==> src/rtl/mem_tp_pkg.sv <==
// Shared constants and helpers for the two-port memory read controller.
package mem_tp_pkg;

  localparam int RD_LATENCY_MAX = 3;

  // Width able to hold 0..depth inclusive (credit and occupancy counters).
  function automatic int credit_width(input int depth);
    return $clog2(depth) + 1;
  endfunction

endpackage

==> src/rtl/mem_tp_rd_fifo.sv <==
// First-word-fall-through response FIFO: the head entry is visible on o_head_data whenever
// o_count is non-zero. The producer guarantees it never pushes into a full FIFO.
module mem_tp_rd_fifo
  import mem_tp_pkg::*;
#(
  parameter int DW    = 128,
  parameter int DEPTH = 4
) (
  input  logic                           clk,
  input  logic                           reset,
  input  logic                           i_push,
  input  logic [DW-1:0]                  i_push_data,
  input  logic                           i_pop,
  output logic [DW-1:0]                  o_head_data,
  output logic [credit_width(DEPTH)-1:0] o_count
);

  localparam int PW = $clog2(DEPTH);
  localparam int CW = credit_width(DEPTH);

  logic [DW-1:0] r_mem [DEPTH];
  logic [PW-1:0] r_wr_ptr;
  logic [PW-1:0] r_rd_ptr;
  logic [CW-1:0] r_count;

  // Storage carries no reset; occupancy is tracked solely by the pointers and count.
  always_ff @(posedge clk) begin
    if (i_push) begin
      r_mem[r_wr_ptr] <= i_push_data;
    end
  end

  always_ff @(posedge clk) begin
    if (reset) begin
      r_wr_ptr <= '0;
      r_rd_ptr <= '0;
      r_count  <= '0;
    end else begin
      if (i_push) begin
        r_wr_ptr <= r_wr_ptr + PW'(1);
      end
      if (i_pop) begin
        r_rd_ptr <= r_rd_ptr + PW'(1);
      end
      case ({i_push, i_pop})
        2'b10:   r_count <= r_count + CW'(1);
        2'b01:   r_count <= r_count - CW'(1);
        default: r_count <= r_count;
      endcase
    end
  end

  assign o_head_data = r_mem[r_rd_ptr];
  assign o_count     = r_count;

endmodule

==> src/rtl/mem_tp_rd_ctrl.sv <==
// Read-side controller for a 1W/1R memory: credit-gated request issue, latency pipeline and FWFT
// response buffer. Define MEM_TP_RD_FWD_EN for write-first forwarding of same-cycle port-A writes.
module mem_tp_rd_ctrl
  import mem_tp_pkg::*;
#(
  parameter int MEM_DATAWIDTH  = 128,
  parameter int MEM_ADDRWIDTH  = 14,
  parameter int RD_LATENCY     = 1,
  parameter int RSP_FIFO_DEPTH = 4
) (
  input  logic                     clk,
  input  logic                     reset,
  input  logic                     req_valid,
  output logic                     req_ready,
  input  logic [MEM_ADDRWIDTH-1:0] req_addr,
  output logic                     rsp_valid,
  input  logic                     rsp_ready,
  output logic [MEM_DATAWIDTH-1:0] rsp_data,
  output logic                     mem_enb,
  output logic [MEM_ADDRWIDTH-1:0] mem_addrb,
  input  logic [MEM_DATAWIDTH-1:0] mem_doutb,
  input  logic                     snp_ena,
  input  logic [MEM_DATAWIDTH-1:0] snp_wea,
  input  logic [MEM_ADDRWIDTH-1:0] snp_addra,
  input  logic [MEM_DATAWIDTH-1:0] snp_dina
);

  // Latencies beyond the supported maximum are clamped to it.
  localparam int LAT = (RD_LATENCY > RD_LATENCY_MAX) ? RD_LATENCY_MAX : RD_LATENCY;
  localparam int CW  = credit_width(RSP_FIFO_DEPTH);

  logic [CW-1:0]            r_credit;
  logic [LAT-1:0]           r_vld;
  logic                     w_accept;
  logic                     w_pop;
  logic                     w_push;
  logic [MEM_DATAWIDTH-1:0] w_push_data;
  logic [CW-1:0]            w_fifo_count;

  assign req_ready = (r_credit != '0);
  assign w_accept  = req_valid & req_ready;
  assign mem_enb   = w_accept;
  assign mem_addrb = req_addr;
  assign w_pop     = rsp_valid & rsp_ready;
  assign rsp_valid = (w_fifo_count != '0);

  // One credit per buffer slot, held from accept until the response leaves the FIFO,
  // so a stalled client can never cause an overflow.
  always_ff @(posedge clk) begin
    if (reset) begin
      r_credit <= CW'(RSP_FIFO_DEPTH);
    end else begin
      case ({w_accept, w_pop})
        2'b10:   r_credit <= r_credit - CW'(1);
        2'b01:   r_credit <= r_credit + CW'(1);
        default: r_credit <= r_credit;
      endcase
    end
  end

  always_ff @(posedge clk) begin
    if (reset) begin
      r_vld <= '0;
    end else begin
      r_vld <= (r_vld << 1) | LAT'(w_accept);
    end
  end

  assign w_push = r_vld[LAT-1];

`ifdef MEM_TP_RD_FWD_EN
  logic [MEM_DATAWIDTH-1:0] r_fwd_mask [LAT];
  logic [MEM_DATAWIDTH-1:0] r_fwd_data [LAT];
  logic [MEM_DATAWIDTH-1:0] w_hit_mask;

  // Only a write coinciding with the accept cycle is merged; later writes are visible
  // through the memory itself on subsequent reads.
  assign w_hit_mask = (snp_ena && (snp_addra == req_addr)) ? snp_wea : '0;

  always_ff @(posedge clk) begin
    r_fwd_mask[0] <= w_hit_mask;
    r_fwd_data[0] <= snp_dina;
    for (int i = LAT - 1; i > 0; i--) begin
      r_fwd_mask[i] <= r_fwd_mask[i-1];
      r_fwd_data[i] <= r_fwd_data[i-1];
    end
  end

  assign w_push_data = (mem_doutb & ~r_fwd_mask[LAT-1]) | (r_fwd_data[LAT-1] & r_fwd_mask[LAT-1]);
`else
  logic w_unused_snoop;

  assign w_unused_snoop = ^{snp_ena, snp_wea, snp_addra, snp_dina};
  assign w_push_data    = mem_doutb;
`endif

  mem_tp_rd_fifo #(
    .DW    (MEM_DATAWIDTH),
    .DEPTH (RSP_FIFO_DEPTH)
  ) u_rsp_fifo (
    .clk         (clk),
    .reset       (reset),
    .i_push      (w_push),
    .i_push_data (w_push_data),
    .i_pop       (w_pop),
    .o_head_data (rsp_data),
    .o_count     (w_fifo_count)
  );

endmodule
==> config.mk <==
export PLATFORM = sky130hd
export DESIGN_NAME = mem_tp_rd_ctrl
export DESIGN_NICKNAME = d
export VERILOG_FILES = /design/src/rtl/mem_tp_pkg.sv /design/src/rtl/mem_tp_rd_fifo.sv /design/src/rtl/mem_tp_rd_ctrl.sv
export SDC_FILE = /design/constraint.sdc
export NUM_CORES = 1
export LEC_CHECK = 0
export BUFFER_PORTS_ARGS = -buffer_cell sky130_fd_sc_hd__buf_2
export CAP_MARGIN = 20
export CORE_AREA = 2 2 220 222
export CTS_CLUSTER_SIZE = 25
export DETAILED_ROUTE_END_ITERATION = 8
export DIE_AREA = 0 0 222 224
export PLACE_DENSITY = 0.66
export SETUP_SLACK_MARGIN = 0.05
export SLEW_MARGIN = 5
export SYNTH_ARGS = -nofsm -noshare
export SYNTH_HDL_FRONTEND = slang
export SYNTH_SLANG_ARGS = --single-unit
==> constraint.sdc <==
create_clock -name clk -period 4.3 [get_ports clk]
set_input_delay 0.43 -clock clk [delete_from_list [all_inputs] [get_ports clk]]
set_output_delay 0.43 -clock clk [all_outputs]
set_load 0.02 [all_outputs]
==> metrics.log <==
[metrics] cell-by-cell listing of the critical path: buf_12 > mux4_2 > buf_2
[metrics] post-layout minimum cycle time: 2970 ps
[metrics] clock latency at the later pin of the worst-skew pair: between 500 and 600 ps
[metrics] worst-case clock buffer depth: 3
[metrics] TritonRoute pass-1 iters: 5
[metrics] crit path kind: flop to output port
[metrics] start point of the worst min-delay path: mem_doutb[86]
[metrics] maximum achievable frequency: 0.337 GHz
[metrics] DIE AREA: 49700 sq um
[metrics] root buffer cell: sky130_fd_sc_hd__clkbuf_16
[metrics] proportion of layout cells with a drive suffix above 1: 0.444
[metrics] final worst path period share: 0.690
[metrics] Critical Path End Type: output port
[metrics] Placed Area: 21200 sq um
[metrics] number of buffers added to fix hold violations after cts: 0
[metrics] setup total negative slack: 0 ps
[metrics] Core Rows: 80
[metrics] Net Sw Frac: 0.263
[metrics] number of failing setup endpoints in the final timing report: 0
[metrics] fillers: 3853
[metrics] clock slew at the register clock pins of the worst setup and hold paths: 60 ps
[metrics] horizontal die dimension: around 220 um
[metrics] pin count of the biggest net entering global routing: 70
[metrics] tightest slew margin relative to the limit: 0.508
[metrics] largest area contributor in the netlist: sky130_fd_sc_hd__edfxtp_1
[metrics] Synth Flop Type: sky130_fd_sc_hd__edfxtp_1
[metrics] result of the run: complete, no violations
[metrics] yosys warns: 0
[metrics] hpwl dp: 21400 um
[metrics] reg-to-reg startpoint: r_credit[2]
[metrics] cell with the most instances after synthesis: sky130_fd_sc_hd__edfxtp_1
[metrics] RR Endpoint: r_credit[2]
[metrics] clock tree sinks: 525
[metrics] FF-to-FF setup slack: 1840 ps
[metrics] final hold violations: 0
[metrics] total count of max-transition violations in the final report: 0
[metrics] number of remaining DRC errors: 0
[metrics] worst hold path class: primary input to flop
[metrics] wirelength, routed: around 36000 um
[metrics] buffering stage count on the worst path with inverters included: 2
[metrics] kind of launch point of the worst setup path: flop
[metrics] Max-cap violations: 0
[metrics] final layout net count: 1461
[metrics] initial cell density of the core: 0.408
[metrics] number of routed nets with antenna violations: 0
[metrics] CP max stage delay: 800 ps
[metrics] number of cells on the worst reg-to-reg path: 8
[metrics] syn avg cell area: approximately 26 sq um
[metrics] unrepaired setup endpoints after global routing: false
[metrics] leakage component of the power: 7.53 nW
[metrics] setup repair bufs after CTS: 0
[metrics] pre-CTS setup slack: 1820 ps
[metrics] part of the power in registers: 0.458
[metrics] destination of the worst hold path: u_rsp_fifo.r_mem[3][86]
[metrics] critical path's slowest cell: sky130_fd_sc_hd__dfxtp_4
[metrics] global route overflow: 0
[metrics] leading post-synthesis cells by instance count: sky130_fd_sc_hd__edfxtp_1, sky130_fd_sc_hd__mux4_2, sky130_fd_sc_hd__buf_4
[metrics] proportion of synthesized chip area in sequential cells: 0.810
[metrics] initial antenna violation count: 7
[metrics] wire length of the first global-routing pass: 54400 um
[metrics] Post-Syn Nets: 1173
[metrics] Arrival @ worst endpoint: about 2500 ps
[metrics] final cell count without fillers: 1695
[metrics] share of total power in the clock network: 0.338
[metrics] internal power contribution: just under 10 mW
[metrics] Final Cell Area: 22900 sq um
[metrics] total clock buffers created by CTS: 54
[metrics] number of instances in the placed design: 1595
[metrics] vias in the first global route: roughly 9200
[metrics] DR WL/cell: between 20 and 25 um
[metrics] Critical Path RT: 3870 ps
[metrics] height of the die: ~220 um
[metrics] actual slew at the worst max-slew pin: around 740 ps
[metrics] net load switching power: approximately 3.5 mW
[metrics] top fanout value on the critical path: 36
[metrics] fraction of synthesized cell area taken by the top area cell type: 0.796
[metrics] worst ir drop on vdd: 0.373 mV
[metrics] count of pins on the block boundary: 562
[metrics] Final Worst Setup Slack: 1330 ps
[metrics] largest cells by area after synthesis: sky130_fd_sc_hd__edfxtp_1, sky130_fd_sc_hd__mux4_2, sky130_fd_sc_hd__dfxtp_1, sky130_fd_sc_hd__buf_12, sky130_fd_sc_hd__buf_4
[metrics] 1st-iter DRT viols: about 470
[metrics] vias after detailed routing: 8563
[metrics] Final GP Congestion: 0.702
[metrics] power per cell area: 577 nW/um^2
[metrics] synthesis-to-layout area growth: 18.5%
[metrics] worst hold margin: 60.1 ps
[metrics] Core Region: 47300 sq um
[metrics] CTS-repair resized insts: 0
[metrics] Largest delay share family, worst path: flip-flops
[metrics] Vias/cell: 5.05
[metrics] area of the mapped netlist: 19300 sq um
[metrics] flop and latch count out of synthesis: 525
[metrics] number of synthesized flops with an enable pin: 512
[metrics] Distinct cells, synth: 24
[metrics] count of mapped cells out of synthesis: approximately 750
[metrics] number of cells traversed by the worst hold path: 1
[metrics] CTS H-Tree Depth: 2
[metrics] combined global-route utilization of all metal layers: 0.146
[metrics] clock tree from TritonCTS: done
[metrics] fraction of synthesis flops using an asynchronous set or reset pin: 0
[metrics] post-route clock skew: 10.0 ps
[metrics] Combinational Power Share: 0.204
[metrics] number of port buffers: 262
==> state kept, by name, summed over array words and instances, names as in the netlist, named ones only <==
| name | flops |
|---|---|
| u_rsp_fifo.r_wr_ptr | 2 |
| r_vld | 1 |
| u_rsp_fifo.r_mem | 512 |
| u_rsp_fifo.o_count | 3 |
| r_credit | 3 |
| u_rsp_fifo.r_rd_ptr | 2 |
==> cell families after synthesis <==
logic type / synth area share
DFF: 0.810
muxes: 0.150
buffers and inverters: 0.0235
and+or+nand+nor: 0.00531
adders and majority gates: 0.00596
xor gates and xnor gates: 0.00318
AOI/OAI and AO/OA: 0.00194
==> final cells by class <==
cell class | instances | area (sq um) | area share
Sequential cell | 525 | 15600 | 0.683
Multi-Input combinational cell | 172 | 3230 | 0.141
Timing Repair Buffer | 275 | 1510 | 0.0659
Clock buffer | 74 | 1490 | 0.0651
Tap cell | 615 | 769 | 0.0336
Clock inverter | 24 | 211 | 0.00924
Inverter | 8 | 30.0 | 0.00131
Antenna cell | 2 | 5.00 | 0.000219
==> layout by cell type, fill, tap and decap left out, types with 2 or more instances in the layout <==
cell type                   Yosys  final
sky130_fd_sc_hd__clkbuf_1       2     17
sky130_fd_sc_hd__and2_4         0      4
sky130_fd_sc_hd__ha_1           6      6
sky130_fd_sc_hd__buf_12        10      8
sky130_fd_sc_hd__xnor2_1        2      2
sky130_fd_sc_hd__edfxtp_1     512    512
sky130_fd_sc_hd__inv_1          8      8
sky130_fd_sc_hd__clkinv_2       0      6
sky130_fd_sc_hd__fa_1           2      2
sky130_fd_sc_hd__bufinv_16      0      4
sky130_fd_sc_hd__or3_1          3      3
sky130_fd_sc_hd__mux2i_1        2      2
sky130_fd_sc_hd__buf_4         14      5
sky130_fd_sc_hd__o21ai_0        2      2
sky130_fd_sc_hd__mux4_2       128    128
sky130_fd_sc_hd__clkinv_1       0     12
sky130_fd_sc_hd__buf_2         13    262
sky130_fd_sc_hd__nor2_1        11     11
sky130_fd_sc_hd__clkbuf_16      0     57
sky130_fd_sc_hd__a21oi_1        2      2
sky130_fd_sc_hd__xor2_1         5      5
sky130_fd_sc_hd__diode_2        0      2
sky130_fd_sc_hd__dfxtp_4        0      2
sky130_fd_sc_hd__dfxtp_1       13     11
==> how the worst max path moves through the flow <==
stage,start,end,depth (start not counted)
2_1_floorplan,u_rsp_fifo.r_wr_ptr[0],u_rsp_fifo.r_mem[0][0],3
3_3_place_gp,flop,rsp_data[83],3
3_5_place_dp,flop,rsp_data[83],3
4_1_cts,flop,rsp_data[83],3
5_1_grt,flop,rsp_data[83],3
6_report,flop,rsp_data[51],3
==> power by group through the flow <==
stage | clock [mW] | combinational, mW | sequential (mW)
floorplan | 0 | 2.18 | 6.07
global placement | 0 | 2.74 | 6.16
detailed placement | 0 | 2.76 | 6.18
CTS | 4.61 | 2.77 | 6.07
global route | 4.78 | 2.89 | 6.09
finish | 4.46 | 2.69 | 6.06
==> worst register-to-register path, delay by kind of cell (launching register included) <==
family	cells	cell delay, ps
XOR/XNOR	1	190
adder cells (fa/ha/maj)	2	590
flip-flops	1	320
buffers and inverters	1	60
AND/OR/NAND/NOR	3	990
AO/OA/AOI/OAI	1	190
==> metrics by stage <==
step                power, mW   util
floorplan                8.25      -
global placement         8.91  0.447
detailed placement       8.94  0.447
CTS                      13.5  0.483
global route             13.8  0.483
finish                   13.2  0.483
==> per-layer routing <==
layer | track usage | vias up | wire length (um)
met5 | 0 | - | 85
met4 | 0.0425 | 12 | 760
met3 | 0.0474 | 67 | 2470
met2 | 0.241 | 242 | 17900
met1 | 0.186 | 4468 | 14800
li1 | - | 3774 | -
Power figures use the tool's default switching activity.
